File: config.mk
export PLATFORM = sky130hd
export DESIGN_NAME = spi_regbank_peripheral_flat
export DESIGN_NICKNAME = d
export VERILOG_FILES = /design/src/rtl/spi_pkg.sv /design/src/rtl/spi_regbank_peripheral_if.sv /design/src/rtl/spi_sync_edge.sv /design/src/rtl/spi_regbank_peripheral.sv /design/src/flat_wrapper.sv
export SDC_FILE = /design/constraint.sdc
export NUM_CORES = 1
export LEC_CHECK = 0
export CAP_MARGIN = 20
export CORE_UTILIZATION = 25
export CTS_BUF_LIST = sky130_fd_sc_hd__clkbuf_16
export CTS_CLUSTER_SIZE = 12
export DETAILED_ROUTE_END_ITERATION = 10
export SYNTH_ARGS = -nofsm -noshare
export SYNTH_HDL_FRONTEND = slang
export SYNTH_SLANG_ARGS = --single-unit
File: constraint.sdc
create_clock -name clk -period 7.8 [get_ports clk]
set_input_delay 1.95 -clock clk [delete_from_list [all_inputs] [get_ports clk]]
set_output_delay 1.95 -clock clk [all_outputs]
set_load 0.03 [all_outputs]
File: src/rtl/spi_pkg.sv
// Shared definitions for the SPI register-bank peripheral: FSM state
// encoding and frame-geometry helpers derived from the address/data widths.
package spi_pkg;

    typedef enum logic [2:0] {
        IDLE,
        CMD,
        WDATA,
        RDATA,
        DONE
    } spi_state_e;

    // Default geometry: 1 R/W bit + 7 address bits + 8 data bits.
    localparam int DEF_ADDR_W    = 7;
    localparam int DEF_DATA_W    = 8;
    localparam int DEF_FRAME_LEN = 1 + DEF_ADDR_W + DEF_DATA_W;

    // Total bits in one frame.
    function automatic int frame_len(input int addr_w, input int data_w);
        return 1 + addr_w + data_w;
    endfunction

    // Bit counter width, wide enough to hold FRAME_LEN itself.
    function automatic int cnt_width(input int addr_w, input int data_w);
        return $clog2(frame_len(addr_w, data_w) + 1);
    endfunction

    // Address of the optional status register: the top of the address space.
    function automatic int status_addr(input int addr_w);
        return (1 << addr_w) - 1;
    endfunction

endpackage

File: src/rtl/spi_regbank_peripheral_if.sv
// SPI pin bundle. The controller (master) drives nCS/SCLK/COPI; the
// peripheral (slave) drives CIPO and its pad output enable.
interface spi_regbank_peripheral_if;
    logic nCS;
    logic SCLK;
    logic COPI;
    logic CIPO;
    logic cipo_oe;

    modport master (output nCS, output SCLK, output COPI, input CIPO, input cipo_oe);
    modport slave  (input nCS, input SCLK, input COPI, output CIPO, output cipo_oe);
endinterface

File: src/rtl/spi_sync_edge.sv
// SYNC-deep synchroniser for one asynchronous input, with single-clk
// rise/fall pulses derived from the synchronised level. RST_VAL sets the
// level the chain assumes during reset (1 for an idle-high chip select).
module spi_sync_edge #(
    parameter int   SYNC    = 2,
    parameter logic RST_VAL = 1'b0
) (
    input  logic clk,
    input  logic rst_n,
    input  logic d_i,
    output logic level_o,
    output logic rise_o,
    output logic fall_o
);
    logic [SYNC-1:0] sync_q;
    logic            prev_q;

    // Shift the raw input through the chain and remember the previous level.
    always_ff @(posedge clk or negedge rst_n) begin
        if (!rst_n) begin
            sync_q <= {SYNC{RST_VAL}};
            prev_q <= RST_VAL;
        end else begin
            sync_q <= {sync_q[SYNC-2:0], d_i};
            prev_q <= sync_q[SYNC-1];
        end
    end

    assign level_o = sync_q[SYNC-1];
    assign rise_o  = ~prev_q &  level_o;
    assign fall_o  =  prev_q & ~level_o;
endmodule

File: src/rtl/spi_regbank_peripheral.sv
// SPI mode-0 peripheral with a read/write register bank.
// Frame: R/W bit (1 = write), address MSB-first, data MSB-first.
// All SPI pins are oversampled in the clk domain.
// Optional build macro: SPI_STATUS_REG_EN adds a read-only status register
// at the top address holding {abort count, last write hit}.
module spi_regbank_peripheral
    import spi_pkg::*;
#(
    parameter int SYNC     = 2,
    parameter int ADDR_W   = 7,
    parameter int DATA_W   = 8,
    parameter int NUM_REGS = 5
) (
    input  logic                         clk,
    input  logic                         rst_n,
    spi_regbank_peripheral_if.slave      spi,
    output logic [NUM_REGS*DATA_W-1:0]   regs_out,
    output logic                         wr_strobe,
    output logic [ADDR_W-1:0]            wr_addr
);
    localparam int FRAME_LEN = frame_len(ADDR_W, DATA_W);
    localparam int CNT_W     = cnt_width(ADDR_W, DATA_W);
    // Counter value seen on the rise that carries the last address bit.
    localparam logic [CNT_W-1:0] CNT_CMD_LAST  = CNT_W'(ADDR_W);
    // Falls after this many rises move the read shifter on.
    localparam logic [CNT_W-1:0] CNT_SHIFT_MIN = CNT_W'(ADDR_W + 1);
    // Counter value seen on the final data rise.
    localparam logic [CNT_W-1:0] CNT_LAST      = CNT_W'(FRAME_LEN - 1);

    logic cs_level_unused, cs_rise, cs_fall;
    logic sclk_level_unused, sclk_rise, sclk_fall;
    logic copi_s, copi_rise_unused, copi_fall_unused;

    spi_state_e        state_q;
    logic [CNT_W-1:0]  cnt_q;
    logic [ADDR_W:0]   cmd_q;
    logic [ADDR_W-1:0] addr_q;
    logic [DATA_W-1:0] data_q;
    logic              cipo_oe_q;
    logic              wr_strobe_q;
    logic [ADDR_W-1:0] wr_addr_q;
    logic [DATA_W-1:0] regs_q [NUM_REGS];

    logic [ADDR_W:0]   cmd_d;
    logic [DATA_W-1:0] data_d;
    logic [DATA_W-1:0] rd_val;
    logic              addr_hit;
    logic              wr_commit;

`ifdef SPI_STATUS_REG_EN
    localparam logic [ADDR_W-1:0] STATUS_A = ADDR_W'(status_addr(ADDR_W));
    logic [DATA_W-2:0] abort_cnt_q;
    logic              last_wr_ok_q;
    logic              frame_abort;
`endif

    spi_sync_edge #(.SYNC(SYNC), .RST_VAL(1'b1)) u_sync_cs (
        .clk(clk), .rst_n(rst_n), .d_i(spi.nCS),
        .level_o(cs_level_unused), .rise_o(cs_rise), .fall_o(cs_fall)
    );
    spi_sync_edge #(.SYNC(SYNC), .RST_VAL(1'b0)) u_sync_sclk (
        .clk(clk), .rst_n(rst_n), .d_i(spi.SCLK),
        .level_o(sclk_level_unused), .rise_o(sclk_rise), .fall_o(sclk_fall)
    );
    spi_sync_edge #(.SYNC(SYNC), .RST_VAL(1'b0)) u_sync_copi (
        .clk(clk), .rst_n(rst_n), .d_i(spi.COPI),
        .level_o(copi_s), .rise_o(copi_rise_unused), .fall_o(copi_fall_unused)
    );

    assign cmd_d    = {cmd_q[ADDR_W-1:0], copi_s};
    assign data_d   = {data_q[DATA_W-2:0], copi_s};
    assign addr_hit = (addr_q < ADDR_W'(NUM_REGS));
    // The last data bit of a write arrived and no nCS edge overrides it.
    assign wr_commit = (state_q == WDATA) && sclk_rise && (cnt_q == CNT_LAST)
                       && !cs_rise && !cs_fall;

    // Readback mux, addressed by the just-completed command word.
    always_comb begin
        rd_val = '0;
        for (int i = 0; i < NUM_REGS; i++) begin
            if (cmd_d[ADDR_W-1:0] == ADDR_W'(i)) rd_val = regs_q[i];
        end
`ifdef SPI_STATUS_REG_EN
        if (cmd_d[ADDR_W-1:0] == STATUS_A) rd_val = {abort_cnt_q, last_wr_ok_q};
`endif
    end

    // Frame FSM: nCS edges take priority, then per-state SCLK handling.
    always_ff @(posedge clk or negedge rst_n) begin
        if (!rst_n) begin
            state_q     <= IDLE;
            cnt_q       <= '0;
            cmd_q       <= '0;
            addr_q      <= '0;
            data_q      <= '0;
            cipo_oe_q   <= 1'b0;
            wr_strobe_q <= 1'b0;
            wr_addr_q   <= '0;
        end else begin
            wr_strobe_q <= 1'b0;
            if (cs_fall) begin
                // Also restarts a frame if a rise/fall pair slipped past.
                state_q   <= CMD;
                cnt_q     <= '0;
                cmd_q     <= '0;
                data_q    <= '0;
                cipo_oe_q <= 1'b0;
            end else if (cs_rise) begin
                state_q   <= IDLE;
                cipo_oe_q <= 1'b0;
            end else begin
                case (state_q)
                    CMD: begin
                        if (sclk_rise) begin
                            cmd_q <= cmd_d;
                            cnt_q <= cnt_q + CNT_W'(1);
                            if (cnt_q == CNT_CMD_LAST) begin
                                addr_q <= cmd_d[ADDR_W-1:0];
                                if (cmd_d[ADDR_W]) begin
                                    state_q <= WDATA;
                                end else begin
                                    // MSB goes out at once so it is valid on the next rise.
                                    state_q   <= RDATA;
                                    data_q    <= rd_val;
                                    cipo_oe_q <= 1'b1;
                                end
                            end
                        end
                    end
                    WDATA: begin
                        if (sclk_rise) begin
                            data_q <= data_d;
                            cnt_q  <= cnt_q + CNT_W'(1);
                            if (cnt_q == CNT_LAST) begin
                                state_q <= DONE;
                                if (addr_hit) begin
                                    wr_strobe_q <= 1'b1;
                                    wr_addr_q   <= addr_q;
                                end
                            end
                        end
                    end
                    RDATA: begin
                        if (sclk_rise) begin
                            cnt_q <= cnt_q + CNT_W'(1);
                            if (cnt_q == CNT_LAST) state_q <= DONE;
                        end else if (sclk_fall && (cnt_q > CNT_SHIFT_MIN)) begin
                            // The fall before the first data rise keeps the MSB.
                            data_q <= {data_q[DATA_W-2:0], 1'b0};
                        end
                    end
                    default: ;
                endcase
            end
        end
    end

    // Register bank: committed write lands on the addressed entry.
    always_ff @(posedge clk or negedge rst_n) begin
        if (!rst_n) begin
            for (int i = 0; i < NUM_REGS; i++) regs_q[i] <= '0;
        end else if (wr_commit) begin
            for (int i = 0; i < NUM_REGS; i++) begin
                if (addr_q == ADDR_W'(i)) regs_q[i] <= data_d;
            end
        end
    end

`ifdef SPI_STATUS_REG_EN
    assign frame_abort = cs_rise && ((state_q == CMD) || (state_q == WDATA) || (state_q == RDATA));

    // Status: saturating abort count and hit flag of the last write frame.
    always_ff @(posedge clk or negedge rst_n) begin
        if (!rst_n) begin
            abort_cnt_q  <= '0;
            last_wr_ok_q <= 1'b0;
        end else if (wr_commit) begin
            if (addr_q == STATUS_A) begin
                abort_cnt_q  <= '0;
                last_wr_ok_q <= 1'b0;
            end else begin
                last_wr_ok_q <= addr_hit;
            end
        end else if (frame_abort && !(&abort_cnt_q)) begin
            abort_cnt_q <= abort_cnt_q + (DATA_W-1)'(1);
        end
    end
`endif

    for (genvar gi = 0; gi < NUM_REGS; gi++) begin : g_flat
        assign regs_out[gi*DATA_W +: DATA_W] = regs_q[gi];
    end

    assign spi.CIPO    = cipo_oe_q & data_q[DATA_W-1];
    assign spi.cipo_oe = cipo_oe_q;
    assign wr_strobe   = wr_strobe_q;
    assign wr_addr     = wr_addr_q;
endmodule

File: src/flat_wrapper.sv
// flat-port wrapper written by rule: the top's interface ports become plain ports
module spi_regbank_peripheral_flat import spi_pkg::*;
#(
    parameter int SYNC     = 2,
    parameter int ADDR_W   = 7,
    parameter int DATA_W   = 8,
    parameter int NUM_REGS = 5
)
  (clk, rst_n, regs_out, wr_strobe, wr_addr, spi_nCS, spi_SCLK, spi_COPI, spi_CIPO, spi_cipo_oe);
  spi_regbank_peripheral_if spi_i ();
  input  logic clk;
  input  logic rst_n;
  output logic [NUM_REGS*DATA_W-1:0] regs_out;
  output logic wr_strobe;
  output logic [ADDR_W-1:0] wr_addr;
  input wire logic [$bits(spi_i.nCS)-1:0] spi_nCS;
  input wire logic [$bits(spi_i.SCLK)-1:0] spi_SCLK;
  input wire logic [$bits(spi_i.COPI)-1:0] spi_COPI;
  output wire logic [$bits(spi_i.CIPO)-1:0] spi_CIPO;
  output wire logic [$bits(spi_i.cipo_oe)-1:0] spi_cipo_oe;
  assign spi_i.nCS = spi_nCS;
  assign spi_i.SCLK = spi_SCLK;
  assign spi_i.COPI = spi_COPI;
  assign spi_CIPO = spi_i.CIPO;
  assign spi_cipo_oe = spi_i.cipo_oe;
  spi_regbank_peripheral #(.SYNC(SYNC), .ADDR_W(ADDR_W), .DATA_W(DATA_W), .NUM_REGS(NUM_REGS)) u_core (.clk(clk), .rst_n(rst_n), .spi(spi_i), .regs_out(regs_out), .wr_strobe(wr_strobe), .wr_addr(wr_addr));
endmodule
==> results.py <==
metrics = {
    "outcome": {
        "run_status": "finished clean",
    },
    "synth": {
        "synth-seq-area-share_pct": 56.0,
        "synth_compound_area_share_pct": 6.91,
        "multiplexer_area_fraction_after_synthesis_pct": 21.0,
        "ys.warnings.count": 0,
        "post_synth_fa_ha_maj_area_fraction_pct": 1.93,
        "synthesis.area_per_instance_um2": 13.2,
        "synth_cell_types": 42,
        "netlist_instances": 295,
        "synth_top_cell_by_area": "dfrtp_1",
        "post_synthesis_share_of_cell_area_spent_on_and_or_nand_and_nor_gates_pct": 12.4,
        "synth_top_cells_by_count": "84 x dfrtp_1, 54 x mux2_2, 22 x nand2_1",
        "postSynthNetCount": 306,
        "area_of_the_mapped_netlist_mm2": 0.00389,
        "ys_dominant_reg_cell": "dfrtp_1",
        "seq_cells_post_synth": 87,
        "postSynth.asyncResetShare_pct": 100,
        "synth_xor_xnor_area_share_pct": 0,
        "yosysTopAreaCellShare_pct": 54.0,
        "synth-edff-count": 0,
        "synthMostInstantiatedCell": "dfrtp_1",
        "largest_family_of_logic_cells_by_synthesized_area": "multiplexers",
        "yosys-top-cells-area": "dfrtp_1 54%, mux2_2 16%, mux4_2 4.1%, a22o_1 3.2%, nand2_1 2.1%",
    },
    "timing": {
        "holdWs_ps": 350,
        "max_slew.worst_pin.slew_ps": 944,
        "final-max-slew-violation-count": 0,
        "unrepaired_setup_endpoints_after_global_routing": "false",
        "maxClockFrequency_mhz": 293,
        "worst_clock_skew_ps": 10.6,
        "setup-violations-final": 0,
        "fin_setup_tns_ps": 0,
        "finalWorstSetupSlack_ps": 4380,
        "timing.final.crit_period_ps": 3420,
        "worst_max_slew_margin_expressed_relative_to_the_limit_pct": 37.0,
        "final-hold-violation-count": 0,
        "final_min_period_over_clock_period_pct": 43.8,
    },
    "layout": {
        "regArea_mm2": 0.00218,
        "final_nets": 363,
        "final_cell_count_without_fillers": 544,
        "fillerInstances": 1513,
        "fraction_of_final_layout_cells_sized_beyond_drive_strength_1_pct": 23.9,
        "count_of_inserted_antenna_diode_cells": 0,
        "flow.area_growth_from_synthesis_pct": 26.3,
        "footprint_of_the_multi_input_gates_mm2": 0.00164,
    },
    "floorplan": {
        "initial_utilization_pct": 25.6,
        "top_level_ports": 55,
        "fp.dieH_um": 127,
        "row_count": 45,
        "die-area_mm2": 0.0161,
        "coreArea_mm2": 0.0152,
        "dieWidth_um": 127,
    },
    "routing": {
        "avgViaCountPerCell": 4.75,
        "route.detailed.wl_per_inst_um": 16.8,
        "first_iteration_detailed_routing_drc_count": 122,
        "drt-total-wl_mm": 9.13,
        "first_drt_pass_iteration_count": 4,
        "dr_total_vias": 2585,
        "drc": 0,
        "route.antenna.remaining_nets": 0,
    },
    "setup_path": {
        "worstSetupStartpoint": "u_core.spi.cipo_oe$_DFFE_PN0P_",
        "r2r_start": "u_core.u_sync_cs.sync_q[1]$_DFF_PN1_",
        "critPathMaxFanout": 3,
        "crit_path_cell_trace": "and2_1 > clkdlybuf4s50_1",
        "critical-path-slowest-cell": "clkdlybuf4s50_1",
        "cp.required_ps": 5850,
        "cp.arrival_ps": 1470,
        "crit_path_end_kind": "output pin",
        "stage_delay_of_the_slowest_cell_on_the_critical_path_ps": 660,
        "setup.worst_path.class": "reg2out",
        "critical_path.startpoint_type": "register",
    },
    "power_and_ir_drop": {
        "design_power_total_w": 0.00102,
        "leakagePower_nw": 2.22,
        "ir_drop_mv": 0.122,
        "power_density_mw_per_mm2": 208,
    },
    "clock_network": {
        "postCtsResizedCells": 0,
        "h-tree-depth": 3,
        "clock_tree_from_tritoncts": "done",
        "clock_insertion_delay_worst_skew_ps": 340,
        "clock-root-buffer": "clkbuf_16",
        "clk_pin_slew_ps": 60,
        "ctsLongestPathBuffers": 2,
        "cts.repair_timing.setup_buffer_count": 0,
        "hold_buffers": 0,
        "cts_buffers": 9,
        "clock_sink_count": 87,
    },
    "global_routing": {
        "grt_overflow": 0,
        "global_route_wire_length_before_repair_mm": 15.1,
        "via_count_of_the_first_global_routing_pass": 2708,
        "gr-usage-all-layers_pct": 12.4,
        "number_of_antenna_violations_at_the_first_check_in_global_routing": 0,
        "maximum_number_of_pins_on_one_net_before_global_route_repair": 45,
    },
    "min_path": {
        "min_from": "u_core.u_sync_copi.sync_q[0]$_DFF_PN0_",
        "hold_path_class": "reg2reg",
    },
    "place": {
        "placed_cells": 529,
        "gp_congestion": 0.790,
        "place_worst_setup_slack_ps": 4720,
        "post_detailed_placement_half_perimeter_wirelength_mm": 6.30,
        "place.port_buffers": 54,
    },
    "run": {
        "max_cap_viol_count": 0,
    },
}
==> power by group <==
group          internal [W]  switching, W  total, W  leakage [nW]
logic             0.0000409     0.0000769  0.000118         0.894
registers          0.000468     0.0000275  0.000495          1.18
clock network      0.000243      0.000167  0.000410         0.143
==> kinds of logic after synthesis <==
logic type	after synthesis
compound gates	35
mux	66
buf+inv	17
fa+ha+maj	6
simple gates	84
flops	87
==> worst max-delay path, delay by kind of cell, from the launching register on <==
kind	cells	cell delay, ps
buffers and inverters	1	660
DFF	1	350
and+or+nand+nor	1	130
==> final cells by class <==
type	instances	area share (%)
clock buffers	9	4.58
flip-flops and latches	87	44.4
multi-input cells	191	33.5
repair buffers	55	11.1
clock inverters	6	1.09
inverters	8	0.611
well taps	188	4.79
==> routing by layer <==
metal	share of wire [%]	GRT usage, %
met1	46	15.9
met2	50	20.1
met3	2.6	3.12
met4	1.2	4.69
met5	0	0
==> sequential cells by signal, indices dropped and copies added, names as in the netlist <==
signal and count:
u_core.cmd_q 7, u_core.u_sync_sclk.sync_q 2, u_core.u_sync_cs.sync_q 2, u_core.u_sync_cs.prev_q 1
u_core.wr_strobe 1, u_core.addr_q 7, u_core.data_q 8, u_core.regs_out 40
u_core.wr_addr 7, u_core.u_sync_copi.sync_q 2, u_core.state_q 3, u_core.spi.cipo_oe 1
u_core.u_sync_sclk.prev_q 1, u_core.cnt_q 5
==> through the flow <==
stage	instance area, um^2	utilization, %
after floorplan	3890	-
after global placement	4640	30.5
after detailed placement	4640	30.5
after CTS	4910	32.3
after global routing	4910	32.3
final	4910	32.3
==> path summary, 6_finish.rpt <==
check | endpoint | slack (ps) | cells after the start
setup reg to reg | u_core.regs_out[12]$_DFFE_PN0P_ | 4890 | 6
min in group asynchronous | u_core.cnt_q[0]$_DFFE_PN0P_ | 1610 | 1
max in group asynchronous | u_core.regs_out[29]$_DFFE_PN0P_ | 5230 | 2
hold / removal | u_core.u_sync_copi.sync_q[1]$_DFF_PN0_ | 350 | 0
setup / recovery | spi_CIPO | 4380 | 2
hold reg to reg | u_core.u_sync_copi.sync_q[1]$_DFF_PN0_ | 350 | 0
==> placed cells by master, fill, tap and decap left out, drive strengths merged, types with 4 or more instances in the layout <==
cell	netlist	final
clkdlybuf4s50	0	53
clkbuf	7	9
nor3b	6	6
nand2	22	22
inv	8	11
o21ai	7	7
dfrtp	84	84
mux4	7	7
mux2i	5	5
a22oi	4	4
nor3	7	7
nor2	8	8
nor2b	8	8
nand3	13	13
and3	5	5
a22o	14	14
ha	6	6
mux2	54	54
(Power assumes the default switching activity.)
